**src/rtl/fifo_pkg.sv**
```systemverilog
// Shared helpers for the synchronous FIFO family: pointer wrap and
// elaboration-time parameter legality checks.
package fifo_pkg;

    // Wraps from depth-1 back to 0, so non-power-of-two depths work.
    function automatic int unsigned ptr_inc(input int unsigned ptr, input int unsigned depth);
        return (ptr >= depth - 1) ? 0 : ptr + 1;
    endfunction

    function automatic bit width_ok(input int width);
        return width >= 1;
    endfunction

    function automatic bit depth_ok(input int depth);
        return depth >= 2;
    endfunction

    function automatic bit af_thresh_ok(input int af, input int depth);
        return (af >= 1) && (af <= depth);
    endfunction

    function automatic bit ae_thresh_ok(input int ae, input int depth);
        return (ae >= 0) && (ae <= depth - 1);
    endfunction

endpackage

```
**src/rtl/sfifo_ram.sv**
```systemverilog
// Simple dual-port storage for sfifo_ext: registered write, asynchronous read.
module sfifo_ram
    import fifo_pkg::*;
#(
    parameter int WIDTH = 32,
    parameter int DEPTH = 32,
    parameter int AW    = 5
) (
    input  logic             clk_i,
    input  logic             we_i,
    input  logic [AW-1:0]    waddr_i,
    input  logic [WIDTH-1:0] wdata_i,
    input  logic [AW-1:0]    raddr_i,
    output logic [WIDTH-1:0] rdata_o
);

    // Contents are never cleared; the FIFO pointers alone define validity.
    (* ram_style = "block" *) logic [WIDTH-1:0] mem_q [DEPTH];

    always_ff @(posedge clk_i) begin
        if (we_i) begin
            mem_q[waddr_i] <= wdata_i;
        end
    end

    assign rdata_o = mem_q[raddr_i];

endmodule

```
**src/rtl/sfifo_ext.sv**
```systemverilog
// Single-clock first-word-fall-through FIFO with thresholds, flush and
// sticky overflow/underflow flags.
module sfifo_ext
    import fifo_pkg::*;
#(
    parameter int WIDTH        = 32,
    parameter int DEPTH        = 32,
    parameter int AF_THRESH    = DEPTH - 2,
    parameter int AE_THRESH    = 2,
    parameter int PASS_ON_FULL = 1
) (
    input  logic                       clk,
    input  logic                       rst,
    input  logic                       push,
    input  logic [WIDTH-1:0]           push_data,
    output logic                       full,
    output logic                       almost_full,
    input  logic                       pop,
    output logic [WIDTH-1:0]           pop_data,
    output logic                       empty,
    output logic                       almost_empty,
    output logic [$clog2(DEPTH+1)-1:0] count,
    input  logic                       flush,
    output logic                       overflow,
    output logic                       underflow,
    input  logic                       clr_err
);

    localparam int PW = $clog2(DEPTH);
    localparam int CW = $clog2(DEPTH + 1);

    if (!width_ok(WIDTH)) begin : g_bad_width
        $error("sfifo_ext: WIDTH must be at least 1");
    end
    if (!depth_ok(DEPTH)) begin : g_bad_depth
        $error("sfifo_ext: DEPTH must be at least 2");
    end
    if (!af_thresh_ok(AF_THRESH, DEPTH)) begin : g_bad_af
        $error("sfifo_ext: AF_THRESH must lie in 1..DEPTH");
    end
    if (!ae_thresh_ok(AE_THRESH, DEPTH)) begin : g_bad_ae
        $error("sfifo_ext: AE_THRESH must lie in 0..DEPTH-1");
    end

    logic [PW-1:0] wr_ptr_q, wr_ptr_d;
    logic [PW-1:0] rd_ptr_q, rd_ptr_d;
    logic [CW-1:0] count_q, count_d;
    logic          overflow_q, overflow_d;
    logic          underflow_q, underflow_d;
    logic          pop_acc, push_acc, ram_we;

    assign full         = (count_q == CW'(DEPTH));
    assign empty        = (count_q == '0);
    assign almost_full  = (count_q >= CW'(AF_THRESH));
    assign almost_empty = (count_q <= CW'(AE_THRESH));
    assign count        = count_q;
    assign overflow     = overflow_q;
    assign underflow    = underflow_q;

    assign pop_acc  = pop && !empty;
    assign push_acc = push && (!full || ((PASS_ON_FULL != 0) && pop_acc));
    // Reset and flush both suppress the write, not just the pointer update.
    assign ram_we   = push_acc && !flush && !rst;

    always_comb begin
        wr_ptr_d    = wr_ptr_q;
        rd_ptr_d    = rd_ptr_q;
        count_d     = count_q;
        overflow_d  = overflow_q;
        underflow_d = underflow_q;
        if (flush) begin
            wr_ptr_d    = '0;
            rd_ptr_d    = '0;
            count_d     = '0;
            overflow_d  = 1'b0;
            underflow_d = 1'b0;
        end else begin
            if (push_acc) begin
                wr_ptr_d = PW'(ptr_inc(32'(wr_ptr_q), DEPTH));
            end
            if (pop_acc) begin
                rd_ptr_d = PW'(ptr_inc(32'(rd_ptr_q), DEPTH));
            end
            if (push_acc && !pop_acc) begin
                count_d = count_q + CW'(1);
            end else if (pop_acc && !push_acc) begin
                count_d = count_q - CW'(1);
            end
            // A fresh error in the same cycle outranks clr_err.
            overflow_d  = (overflow_q && !clr_err) || (push && !push_acc);
            underflow_d = (underflow_q && !clr_err) || (pop && !pop_acc);
        end
    end

    always_ff @(posedge clk) begin
        if (rst) begin
            wr_ptr_q    <= '0;
            rd_ptr_q    <= '0;
            count_q     <= '0;
            overflow_q  <= 1'b0;
            underflow_q <= 1'b0;
        end else begin
            wr_ptr_q    <= wr_ptr_d;
            rd_ptr_q    <= rd_ptr_d;
            count_q     <= count_d;
            overflow_q  <= overflow_d;
            underflow_q <= underflow_d;
        end
    end

    sfifo_ram #(
        .WIDTH (WIDTH),
        .DEPTH (DEPTH),
        .AW    (PW)
    ) u_ram (
        .clk_i   (clk),
        .we_i    (ram_we),
        .waddr_i (wr_ptr_q),
        .wdata_i (push_data),
        .raddr_i (rd_ptr_q),
        .rdata_o (pop_data)
    );

endmodule

```
**config.mk**
```make
export PLATFORM = sky130hd
export DESIGN_NAME = sfifo_ext
export DESIGN_NICKNAME = d
export VERILOG_FILES = /design/src/rtl/fifo_pkg.sv /design/src/rtl/sfifo_ram.sv /design/src/rtl/sfifo_ext.sv
export SDC_FILE = /design/constraint.sdc
export NUM_CORES = 1
export LEC_CHECK = 0
export BUFFER_PORTS_ARGS = -buffer_cell sky130_fd_sc_hd__buf_2
export CORE_MARGIN = 2
export CORE_UTILIZATION = 61
export CTS_BUF_LIST = sky130_fd_sc_hd__clkbuf_8
export CTS_CLUSTER_DIAMETER = 80
export CTS_CLUSTER_SIZE = 40
export DETAILED_ROUTE_END_ITERATION = 8
export PLACE_DENSITY = 0.87
export SLEW_MARGIN = 20
export SYNTH_ARGS = -nofsm -noshare
export SYNTH_HDL_FRONTEND = slang
export SYNTH_SLANG_ARGS = --single-unit
```
**constraint.sdc**
```tcl
create_clock -name clk -period 4.15 [get_ports clk]
set_input_delay 0.415 -clock clk [delete_from_list [all_inputs] [get_ports clk]]
set_output_delay 0.415 -clock clk [all_outputs]
set_load 0.01 [all_outputs]
```
==> metrics.md <==
| Metric | Value |
|---|---|
| Die W | `262 um` |
| Clock power share | `22.2%` |
| Sequential cell area | `approximately 31000 um^2` |
| EDFF count, synth | `1024` |
| Largest area contributor in the netlist | `edfxtp_1` |
| PD cells | `400 nW/um^2` |
| #FFs+latches synth | `1047` |
| Global route overflow | `0` |
| Netlist Area Pre-Place | `40500 um^2` |
| Vias/cell | `7.17` |
| Clock Path Buffers | `3` |
| Initial Util | `61.6%` |
| Critical Path End Type | `output pin` |
| Post-synthesis net count | `2114` |
| Most used DFF post-synth | `edfxtp_1` |
| Register area share after synthesis | `77.0%` |
| I/O Buffers | `between 80 and 90` |
| Clk Latency, worst-skew pair | `roughly 740 ps` |
| CP arrival | `around 3600 ps` |
| Worst hold slack | `around 54 ps` |
| DRT antenna net count | `0` |
| Worst path top cell family by delay | `simple AND/OR/NAND/NOR gates` |
| Initial DRT Pass Iterations | `5` |
| Ys Warns | `0` |
| Worst hold path class | `in -> reg` |
| Cell row count | `94` |
| Root buffer cell | `clkbuf_8` |
| Status | `finished, final reports clean` |
| Fraction of layout cells with a size suffix above 1 | `26.5%` |
| Core Util, Final | `between 60% and 70%` |
| Average routed wire per standard cell | `32.6 um` |
| Tcrit/Tclk final | `96.7%` |
| Slowest-stage cell, CP | `dfxtp_1` |
| Crit path kind | `reg -> out` |
| Vias in the first global route | `21100` |
| # Max-Cap Violations | `0` |
| DRT iter0 DRCs | `3618` |
| Req. time, crit path | `3730 ps` |
| Drt drc | `0` |
| Via count | `21600` |
| Final setup skew | `between 60 and 70 ps` |
| Number of setup violations in the final report | `0` |
| Buf/Inv on CP | `2` |
| Final wirelength | `98.3 mm` |
| Slew Viols, Final | `0` |
| CTS tree | `yes` |
| RSZ-0062 raised after global routing | `no` |
| Final worst path period need | `4010 ps` |
| Setup crit start kind | `register` |
| Maximum vdd drop | `0.337 mV` |
| P_leak | `around 0.013 uW` |
| Average size of a mapped cell | `just under 20 um^2` |
| CTS Buf Count | `34` |
| Initial antenna violation count | `9` |
| I/O Pins | `82` |
| Die area | `68500 um^2` |
| Largest net degree at the start of global routing | `65` |
| Setup TNS | `0 ps` |
| Int Power | `13400 uW` |
| Post-cts hold buffer count | `0` |
| Top-area cell type share of the netlist area | `75.9%` |
| Max transition margin | `27.2%` |
| Core Area | `65700 um^2` |
| Clock sink total | `1047` |
| Post-synth ARST share | `0%` |
| Worst-path clk slew | `~160 ps` |
| Switching Fraction | `between 20 and 25%` |
| # nets final | `2183` |
| Synth cell types | `52` |
| Power Total | `17200 uW` |
| Fin. Hold Viols | `0` |
| Synth-to-Final Area Change | `6.47%` |
| Max Fclk | `249 MHz` |
| Sequential share of power | `67.8%` |
| Die Y | `262 um` |
| Tot GR Track Use | `28.5%` |
| Hpwl dp | `56.1 mm` |
| Net Switching | `just under 4000 uW` |
| Routability congestion estimate | `about 0.85` |
| Main area contributors after synthesis | `edfxtp_1 76%, mux4_2 7.1%, mux2_2 5.3%` |
| Fill cell count | `3816` |
| Global-route wire length before repair | `140 mm` |
| Mapped Cells | `2063` |
| Worst path cell trace | `or2_2 -> buf_4 -> o22ai_1 -> nor3_1 -> or4_1 -> buf_2` |
| Logic pwr share | `between 10% and 20%` |
| Area of the multi-input gates | `9020 um^2` |
| Tightest Pin Transition | `1090 ps` |
| Largest fanout on the critical path | `24` |
| Crit path largest cell delay | `between 700 and 800 ps` |
| H-Tree Depth | `2` |
-- synth_stat cells, types with 4 or more instances --
cell type and number:
ha_1 12, a22o_1 64, a211oi_1 67, buf_6 6
buf_2 31, or4_1 33, nor3_1 65, nor2b_1 67
a21oi_1 9, edfxtp_1 1024, dfxtp_1 23, nand2_1 10
nand3_1 9, buf_1 5, o22ai_1 65, mux2_2 192
nor2_1 50, inv_1 6, mux4_2 128, and3_1 4
clkbuf_1 74, o21ai_0 67
-- path summary, 6_finish.rpt --
kind         startpoint                  to  slack, ps  cells past startpoint
max            register        pop_data[11]        140                      6
min             clr_err            overflow         50                      4
max reg2reg    count[0]  u_ram.mem_q[17][9]        740                      6
min reg2reg    overflow            overflow        520                      2
-- cell families after synthesis --
kind of cell,synth area share (%)
XOR/XNOR,0.130
AO/OA/AOI/OAI,4.91
buffers and inverters,1.38
adder cells (fa/ha/maj),0.420
AND/OR/NAND/NOR,3.58
flip-flops,77.0
multiplexers,12.5
-- tightest hold or removal path: stages --
cell and delay [ps]:
buf_2 90, inv_1 60, a32oi_1 60, nor2_1 80
-- registers in the layout, summed over array words and instances (netlist names), named ones only --
register	count
u_ram.mem_q	1024
rd_ptr_q	5
count	6
overflow	1
wr_ptr_q	5
underflow	1
-- metrics by stage --
stage,instance area [um^2],std cells,setup WS (ps)
finish,43100,3017,136
global route,43100,3016,124
CTS,43100,3013,1.61
detailed placement,42400,2958,702
global placement,42400,2958,784
floorplan,40500,2063,1020
-- metal layers --
metal / share of wire [%] / global-route usage, % / vias up
met3: 13 / 5.60 / 263
met4: 3.7 / 11.4 / 12
met5: 0.075 / 0 / -
met1: 35 / 40.4 / 11000
li1: - / - / 8547
met2: 48 / 44.6 / 1852
-- timing repair --
| item | 4_1_cts | 5_1_grt |
|---|---|---|
| buffers inserted | 0 | 2 |
| setup endpoints to repair | 0 | 13 |
| gates resized for setup | 0 | 1 |
-- cell type report --
cell class,count,share of cell area (%)
Antenna cell,2,0.0116
Clock buffer,37,1.18
Multi-Input combinational cell,891,20.9
Timing Repair Buffer,151,2.54
Tap cell,864,2.51
Inverter,7,0.0609
Clock inverter,18,0.409
Sequential cell,1047,72.4
-- power by group through the flow --
| stage | clock [uW] | combinational [uW] | sequential, uW |
|---|---|---|---|
| floorplan | 0 | 1180 | 11900 |
| global placement | 0 | 1620 | 11900 |
| detailed placement | 0 | 1690 | 11900 |
| CTS | 3810 | 1690 | 11700 |
| global route | 4110 | 1830 | 11700 |
| finish | 3830 | 1720 | 11700 |
-- cells in the final DEF, fill, tap and decap left out, types with 9 or more instances in the layout --
cell type	instances
edfxtp_1	1024
mux2_2	192
mux4_2	128
buf_2	81
a211oi_1	67
o21ai_0	67
nor2b_1	66
o22ai_1	65
nor3_1	65
a22o_1	64
buf_4	57
clkbuf_8	37
nor2_4	34
or4_1	33
dfxtp_1	21
nor2_1	16
buf_12	13
inv_1	12
ha_1	12
nand2_1	9
nand3_1	9
a21oi_1	9
Note: power is estimated with default switching activity, not from simulation.
